$ cat config.mk
export PLATFORM = sky130hd
export DESIGN_NAME = spi_bus_capture_flat
export DESIGN_NICKNAME = d
export VERILOG_FILES = /design/src/rtl/spi_bus_capture_if.sv /design/src/rtl/spi_bus_capture.sv /design/src/flat_wrapper.sv
export SDC_FILE = /design/constraint.sdc
export NUM_CORES = 1
export LEC_CHECK = 0
export BUFFER_PORTS_ARGS = -buffer_cell sky130_fd_sc_hd__buf_2
export CORE_UTILIZATION = 47
export DETAILED_ROUTE_END_ITERATION = 8
export GPL_TIMING_DRIVEN = 0
export PLACE_DENSITY = 0.71
export SYNTH_ARGS = -nofsm -noshare
export SYNTH_HDL_FRONTEND = slang
export SYNTH_SLANG_ARGS = --single-unit
$ cat constraint.sdc
create_clock -name sys_clk -period 1.6 [get_ports sys_clk]
set_input_delay 0.08 -clock sys_clk [delete_from_list [all_inputs] [get_ports sys_clk]]
set_output_delay 0.08 -clock sys_clk [all_outputs]
set_load 0.02 [all_outputs]
$ cat src/rtl/spi_bus_capture_if.sv
// spi_bus_capture_if: sniffed SPI lines, MITM handshake and capture results
interface spi_bus_capture_if #(parameter int DATA_SIZE = 8);
   logic                 cs_n_in;
   logic                 sclk_in;
   logic                 mosi_in;
   logic                 miso_in;
   logic [DATA_SIZE-1:0] fake_mosi_data;
   logic [DATA_SIZE-1:0] fake_miso_data;
   logic                 fake_mosi_select;
   logic                 fake_miso_select;
   logic                 done_sig;
   logic                 eval;
   logic [DATA_SIZE-1:0] real_mosi_data;
   logic [DATA_SIZE-1:0] real_miso_data;
   logic                 mosi_out;
   logic                 miso_out;
   logic                 frame_active;
   logic                 overrun;

   modport master (
      output cs_n_in, sclk_in, mosi_in, miso_in,
      output fake_mosi_data, fake_miso_data, fake_mosi_select, fake_miso_select, done_sig,
      input  eval, real_mosi_data, real_miso_data, mosi_out, miso_out, frame_active, overrun
   );

   modport slave (
      input  cs_n_in, sclk_in, mosi_in, miso_in,
      input  fake_mosi_data, fake_miso_data, fake_mosi_select, fake_miso_select, done_sig,
      output eval, real_mosi_data, real_miso_data, mosi_out, miso_out, frame_active, overrun
   );
endinterface

$ cat src/rtl/spi_bus_capture.sv
// spi_bus_capture: mode-0 SPI sniffer that captures words and substitutes MITM replacements one word later
module spi_bus_capture #(parameter int DATA_SIZE = 8) (
   input logic              sys_clk,
   input logic              rst_n,
   spi_bus_capture_if.slave bus
);
   localparam int CW = $clog2(DATA_SIZE + 1);

   typedef enum logic [1:0] {IDLE, WAIT_LOW, WAIT_HIGH} state_t;

   state_t               state, state_next;
   logic [2:0]           cs_sync, sclk_sync;
   logic [1:0]           mosi_sync, miso_sync, settle;
   logic                 armed, frame_active, sclk_rise, sclk_fall, cs_rise, word_done, load;
   logic [CW-1:0]        cnt;
   logic [DATA_SIZE-1:0] rx_mosi, rx_miso, mosi_tx, miso_tx, real_mosi, real_miso;
   logic                 sel_mosi, sel_miso, eval, overrun;

   assign sclk_rise    = sclk_sync[1] & ~sclk_sync[2];
   assign sclk_fall    = ~sclk_sync[1] & sclk_sync[2];
   assign cs_rise      = cs_sync[1] & ~cs_sync[2];
   assign frame_active = armed & ~cs_sync[1];
   assign word_done    = cnt == CW'(DATA_SIZE);

   // two-flop synchronizers, with a third copy of cs_n and sclk for edge detection
   always_ff @(posedge sys_clk or negedge rst_n)
      if (!rst_n) begin
         cs_sync   <= '1;
         sclk_sync <= '0;
         mosi_sync <= '0;
         miso_sync <= '0;
      end else begin
         cs_sync   <= {cs_sync[1:0], bus.cs_n_in};
         sclk_sync <= {sclk_sync[1:0], bus.sclk_in};
         mosi_sync <= {mosi_sync[0], bus.mosi_in};
         miso_sync <= {miso_sync[0], bus.miso_in};
      end

   // arm capture only once a genuine cs_n high has crossed the synchronizer after reset
   always_ff @(posedge sys_clk or negedge rst_n)
      if (!rst_n) begin
         settle <= '0;
         armed  <= 1'b0;
      end else begin
         settle <= {settle[0], 1'b1};
         armed  <= armed | (settle[1] & cs_sync[1]);
      end

   // bit counter and receive shifters; a finished word is consumed or discarded on the next cycle
   always_ff @(posedge sys_clk or negedge rst_n)
      if (!rst_n) begin
         cnt     <= '0;
         rx_mosi <= '0;
         rx_miso <= '0;
      end else if (word_done || cs_rise) begin
         cnt     <= '0;
         rx_mosi <= '0;
         rx_miso <= '0;
      end else if (sclk_rise && frame_active) begin
         cnt     <= cnt + 1'b1;
         rx_mosi <= {rx_mosi[DATA_SIZE-2:0], mosi_sync[1]};
         rx_miso <= {rx_miso[DATA_SIZE-2:0], miso_sync[1]};
      end

   // eval pulse and last good words when idle; a word arriving while busy only flags overrun
   always_ff @(posedge sys_clk or negedge rst_n)
      if (!rst_n) begin
         eval      <= 1'b0;
         overrun   <= 1'b0;
         real_mosi <= '0;
         real_miso <= '0;
      end else begin
         eval      <= word_done && state == IDLE;
         real_mosi <= word_done && state == IDLE ? rx_mosi : real_mosi;
         real_miso <= word_done && state == IDLE ? rx_miso : real_miso;
         overrun   <= overrun | (word_done && state != IDLE);
      end

   // FSM state register
   always_ff @(posedge sys_clk or negedge rst_n)
      if (!rst_n) state <= IDLE;
      else state <= state_next;

   // handshake: done_sig must be seen low before its high is trusted as completion
   always_comb begin
      state_next = state;
      load       = 1'b0;
      case (state)
         IDLE:      if (word_done) state_next = WAIT_LOW;
         WAIT_LOW:  if (!bus.done_sig) state_next = WAIT_HIGH;
         WAIT_HIGH: if (bus.done_sig) begin
            state_next = IDLE;
            load       = 1'b1;
         end
         default:   state_next = IDLE;
      endcase
   end

   // replacement shifters: load on completion, shift on sclk falls, drop substitution when cs_n rises
   always_ff @(posedge sys_clk or negedge rst_n)
      if (!rst_n) begin
         mosi_tx  <= '0;
         miso_tx  <= '0;
         sel_mosi <= 1'b0;
         sel_miso <= 1'b0;
      end else if (load) begin
         mosi_tx  <= bus.fake_mosi_data;
         miso_tx  <= bus.fake_miso_data;
         sel_mosi <= bus.fake_mosi_select;
         sel_miso <= bus.fake_miso_select;
      end else begin
         sel_mosi <= cs_rise ? 1'b0 : sel_mosi;
         sel_miso <= cs_rise ? 1'b0 : sel_miso;
         mosi_tx  <= sclk_fall && frame_active ? {mosi_tx[DATA_SIZE-2:0], 1'b0} : mosi_tx;
         miso_tx  <= sclk_fall && frame_active ? {miso_tx[DATA_SIZE-2:0], 1'b0} : miso_tx;
      end

   assign bus.eval           = eval;
   assign bus.overrun        = overrun;
   assign bus.frame_active   = frame_active;
   assign bus.real_mosi_data = real_mosi;
   assign bus.real_miso_data = real_miso;
   assign bus.mosi_out       = sel_mosi ? mosi_tx[DATA_SIZE-1] : bus.mosi_in;
   assign bus.miso_out       = sel_miso ? miso_tx[DATA_SIZE-1] : bus.miso_in;
endmodule

$ cat src/flat_wrapper.sv
// flat-port wrapper written by rule: the top's interface ports become plain ports
module spi_bus_capture_flat 
#(parameter int DATA_SIZE = 8)
  (sys_clk, rst_n, bus_cs_n_in, bus_sclk_in, bus_mosi_in, bus_miso_in, bus_fake_mosi_data, bus_fake_miso_data, bus_fake_mosi_select, bus_fake_miso_select, bus_done_sig, bus_eval, bus_real_mosi_data, bus_real_miso_data, bus_mosi_out, bus_miso_out, bus_frame_active, bus_overrun);
  spi_bus_capture_if #(.DATA_SIZE(DATA_SIZE)) bus_i ();
  input logic sys_clk;
  input logic rst_n;
  input wire logic [$bits(bus_i.cs_n_in)-1:0] bus_cs_n_in;
  input wire logic [$bits(bus_i.sclk_in)-1:0] bus_sclk_in;
  input wire logic [$bits(bus_i.mosi_in)-1:0] bus_mosi_in;
  input wire logic [$bits(bus_i.miso_in)-1:0] bus_miso_in;
  input wire logic [$bits(bus_i.fake_mosi_data)-1:0] bus_fake_mosi_data;
  input wire logic [$bits(bus_i.fake_miso_data)-1:0] bus_fake_miso_data;
  input wire logic [$bits(bus_i.fake_mosi_select)-1:0] bus_fake_mosi_select;
  input wire logic [$bits(bus_i.fake_miso_select)-1:0] bus_fake_miso_select;
  input wire logic [$bits(bus_i.done_sig)-1:0] bus_done_sig;
  output wire logic [$bits(bus_i.eval)-1:0] bus_eval;
  output wire logic [$bits(bus_i.real_mosi_data)-1:0] bus_real_mosi_data;
  output wire logic [$bits(bus_i.real_miso_data)-1:0] bus_real_miso_data;
  output wire logic [$bits(bus_i.mosi_out)-1:0] bus_mosi_out;
  output wire logic [$bits(bus_i.miso_out)-1:0] bus_miso_out;
  output wire logic [$bits(bus_i.frame_active)-1:0] bus_frame_active;
  output wire logic [$bits(bus_i.overrun)-1:0] bus_overrun;
  assign bus_i.cs_n_in = bus_cs_n_in;
  assign bus_i.sclk_in = bus_sclk_in;
  assign bus_i.mosi_in = bus_mosi_in;
  assign bus_i.miso_in = bus_miso_in;
  assign bus_i.fake_mosi_data = bus_fake_mosi_data;
  assign bus_i.fake_miso_data = bus_fake_miso_data;
  assign bus_i.fake_mosi_select = bus_fake_mosi_select;
  assign bus_i.fake_miso_select = bus_fake_miso_select;
  assign bus_i.done_sig = bus_done_sig;
  assign bus_eval = bus_i.eval;
  assign bus_real_mosi_data = bus_i.real_mosi_data;
  assign bus_real_miso_data = bus_i.real_miso_data;
  assign bus_mosi_out = bus_i.mosi_out;
  assign bus_miso_out = bus_i.miso_out;
  assign bus_frame_active = bus_i.frame_active;
  assign bus_overrun = bus_i.overrun;
  spi_bus_capture #(.DATA_SIZE(DATA_SIZE)) u_core (.sys_clk(sys_clk), .rst_n(rst_n), .bus(bus_i));
endmodule
==> impl_metrics.env <==
export IMPL_multi_input_area_um2=993.5
export IMPL_status="finished clean"
export IMPL_ys_types=33
export IMPL_crit_arrival_ns=1.73
export IMPL_synth_edff_count=0
export IMPL_yosys_area_top_type_share_pct=59.36
export IMPL_synth_most_common_cell="dfrtp_1"
export IMPL_start_kind="flip-flop"
export IMPL_drtIter0Drc=98
export IMPL_crit_type="reg -> reg"
export IMPL_wl_um=5482
export IMPL_synth_top_area_cell="dfrtp_1"
export IMPL_hold_violations=0
export IMPL_rsz0062_at_grt="no"
export IMPL_power_switching_uw=859.3
export IMPL_grt_max_degree=72
export IMPL_internal_power_uw=2712
export IMPL_report_final_slew_viol_count=0
export IMPL_insertion_delay_ns=0.33
export IMPL_fp_row_count=28
export IMPL_hold_slack_ns=0.3511
export IMPL_die_w_um=80.10
export IMPL_cts_sinks=71
export IMPL_synth_commonest_cells="dfrtp_1 (68), nand2_1 (56), a21oi_1 (20)"
export IMPL_ys_seq_elements=71
export IMPL_sw_frac_of_total_pct=24.06
export IMPL_leakage_uw=0.001785
export IMPL_finalCritPeriodShare_pct=94.60
export IMPL_vias_per_cell=4.945
export IMPL_gr_usage_met1_pct=23.61
export IMPL_die_h_um=80.10
export IMPL_drive_gt1_share_pct=29.75
export IMPL_first_pass_iters=4
export IMPL_antennaDiodeCount=0
export IMPL_grt_use_met3_pct=4.091
export IMPL_fillers=500
export IMPL_critPathRequiredTime_ns=1.81
export IMPL_cts_path_max_buffers=2
export IMPL_async_flop_share_pct=100.0
export IMPL_slew_headroom_pct=42.65
export IMPL_finish_instance_area_um2=3626
export IMPL_port_buffers=45
export IMPL_crit_start="u_core.cnt[0]"
export IMPL_drcViolationCount=0
export IMPL_clock_fmax_ghz=0.6606
export IMPL_p_seq_share_pct=56.3
export IMPL_initial_utilization_pct=48.70
export IMPL_end_kind="flip-flop"
export IMPL_grt_pass1_wl_um=9094
export IMPL_ant_nets=0
export IMPL_grtUsageTotal_pct=19.19
export IMPL_synthesis_nets=266
export IMPL_regToRegSetupSlack_ns=0.09
export IMPL_synth_ff_type="dfrtp_1"
export IMPL_cp_slowest_stage_delay_ns=0.39
export IMPL_tightestPinTransition_ns=0.8602
export IMPL_power_frac_clock_pct=33.7
export IMPL_p_per_area_nw_per_um2=984.8
export IMPL_p_total_uw=3571
export IMPL_fin_crit_ns=1.514
export IMPL_antenna_found_initial=0
export IMPL_avgRoutedWirePerCell_um=13.67
export IMPL_hold_path_class="reg -> reg"
export IMPL_path_cells="inv_2 > ha_4 > nand3b_4 > nand2b_4 > buf_12 > mux2_4"
export IMPL_crit_fanout=10
export IMPL_io_pins=46
export IMPL_synth_seq_area_share_pct=62.11
export IMPL_nets=349
export IMPL_seq_area_um2=1780
export IMPL_dieArea_um2=6415
export IMPL_final_setup_skew_ns=0.008285
export IMPL_slowest_stage="dfrtp_1"
export IMPL_cts_max_level=3
export IMPL_vias=1983
export IMPL_core_um2=5886
export IMPL_syn_area_um2=2866
export IMPL_setup_viol=0
export IMPL_grt_overflow_total=0
export IMPL_cts_buffers=9
export IMPL_syn_avg_cell_area_um2=11.99
export IMPL_grtUsageMet2_pct=31.62
export IMPL_clk_pin_slew_ns=0.06
export IMPL_hpwl_um=3421
export IMPL_reg2reg_from="u_core.cnt[0]"
export IMPL_p_comb_share_pct=9.9
export IMPL_irDropWorstVdd_v=0.0007916
export IMPL_grt_pass1_vias=2035
export IMPL_synthTopCellsByArea="dfrtp_1 (59%), nand2_1 (7.3%), mux2i_1 (4.9%)"
export IMPL_hp_start="u_core.settle[0]"
export IMPL_yosys_warnings=0
export IMPL_cts_tree="done"
export IMPL_utilization_pct=61.61
export IMPL_grt_busiest_layer="met2"
export IMPL_max_cap_viol_count=0
export IMPL_cts_root_buf="clkbuf_8"
export IMPL_dpl_cell_area_um2=3188
export IMPL_gp_congestion=0.7233
export IMPL_synthCells=239
export IMPL_area_growth_pct=26.50
==> layout by cell type (no fill, tap or decap), drive strengths merged, types with 2 or more instances in the layout <==
cell	count
a22o	2
dlygate4sd3	24
dfrtp	68
or3	2
nand2b	2
buf	59
clkbuf	17
nand3b	3
nand3	3
a21oi	20
dfstp	3
ha	2
and4bb	2
mux2i	14
nor2	3
inv	4
mux2	18
o21ai	16
nand2	56
==> power by group through the flow <==
stage | combinational, µW | clock, µW | sequential, µW
2_1_floorplan | 176 | 0 | 2020
3_3_place_gp | 269 | 0 | 2040
3_5_place_dp | 282 | 0 | 2050
4_1_cts | 338 | 1240 | 2010
5_1_grt | 403 | 1330 | 2030
6_report | 355 | 1200 | 2010
==> sequential cells by signal, indices dropped and copies added, names as in the netlist <==
register / cells
u_core.sel_miso: 1
u_core.sclk_sync: 3
u_core.cnt: 4
u_core.armed: 1
u_core.cs_sync: 3
u_core.sel_mosi: 1
u_core.mosi_tx: 8
u_core.settle: 2
u_core.bus.overrun: 1
u_core.rx_miso: 8
u_core.bus.real_miso_data: 8
u_core.miso_tx: 8
u_core.miso_sync: 2
u_core.bus.eval: 1
u_core.rx_mosi: 8
u_core.mosi_sync: 2
u_core.state: 2
u_core.bus.real_mosi_data: 8
==> final cells by class <==
| cell class | count | share of cell area, % |
|---|---|---|
| sequential | 71 | 49.10 |
| multi-input combinational | 150 | 27.40 |
| timing repair buffer | 73 | 13.73 |
| clock buffer | 14 | 4.210 |
| tap | 75 | 2.588 |
| buffer | 13 | 2.415 |
| inverter | 4 | 0.4141 |
| clock inverter | 1 | 0.1380 |
==> metrics by stage <==
step | TNS (ns) | worst slack, ns | instances
finish | 0 | 0.08633 | 401
global route | 0 | 0.02565 | 401
CTS | 0 | 0.0009667 | 400
detailed placement | -0.4825 | -0.06812 | 359
global placement | -0.3078 | -0.04029 | 359
floorplan | 0 | 0.05873 | 239
==> worst max-delay path, delay by kind of cell (launching register included) <==
kind / cells / cell delay (ns)
flip-flops: 1 / 0.39
multiplexers: 1 / 0.29
buffers and inverters: 2 / 0.26
adder cells (fa/ha/maj): 1 / 0.14
AND/OR/NAND/NOR: 2 / 0.30
==> final timing paths <==
| check | endpoint | depth (start not counted) |
|---|---|---|
| worst max-delay path | u_core.bus.real_miso_data[3] | 6 |
| worst min-delay path | u_core.settle[1] | 0 |
| worst max register to register | u_core.bus.real_miso_data[3] | 6 |
| worst min register to register | u_core.settle[1] | 0 |
| max in group asynchronous | u_core.mosi_tx[0] | 2 |
| min in group asynchronous | u_core.bus.real_miso_data[6] | 2 |
==> cells by family (layout without fill, tap and decap cells) <==
logic type	Yosys count	in the layout	share of synthesized area, %
AO/OA/AOI/OAI	40	40	7.421
XOR/XNOR	1	1	0.3056
adder cells (fa/ha/maj)	2	2	0.8728
buffers and inverters	18	105	3.666
flip-flops	71	71	62.11
multiplexers	32	32	13.01
other	1	1	0.1308
AND/OR/NAND/NOR	74	74	12.48
==> per-layer routing <==
metal / vias to the layer above / part of all wire (%) / routed length [µm]
met5: - / 0 / 0
li1: 961 / - / -
met1: 954 / 46 / 2528
met2: 58 / 48 / 2640
met3: 10 / 3.9 / 216
met4: 0 / 1.8 / 97
==> what timing repair did <==
action                                 4_1_cts  5_1_grt
hold buffers                                24        0
endpoints found under the hold margin       91        0
setup endpoints to repair                    8        8
buffers inserted                             2        2
pin swaps                                    1        1
gates resized for setup                      3        2
No activity file was read; power rests on OpenSTA's default activity.
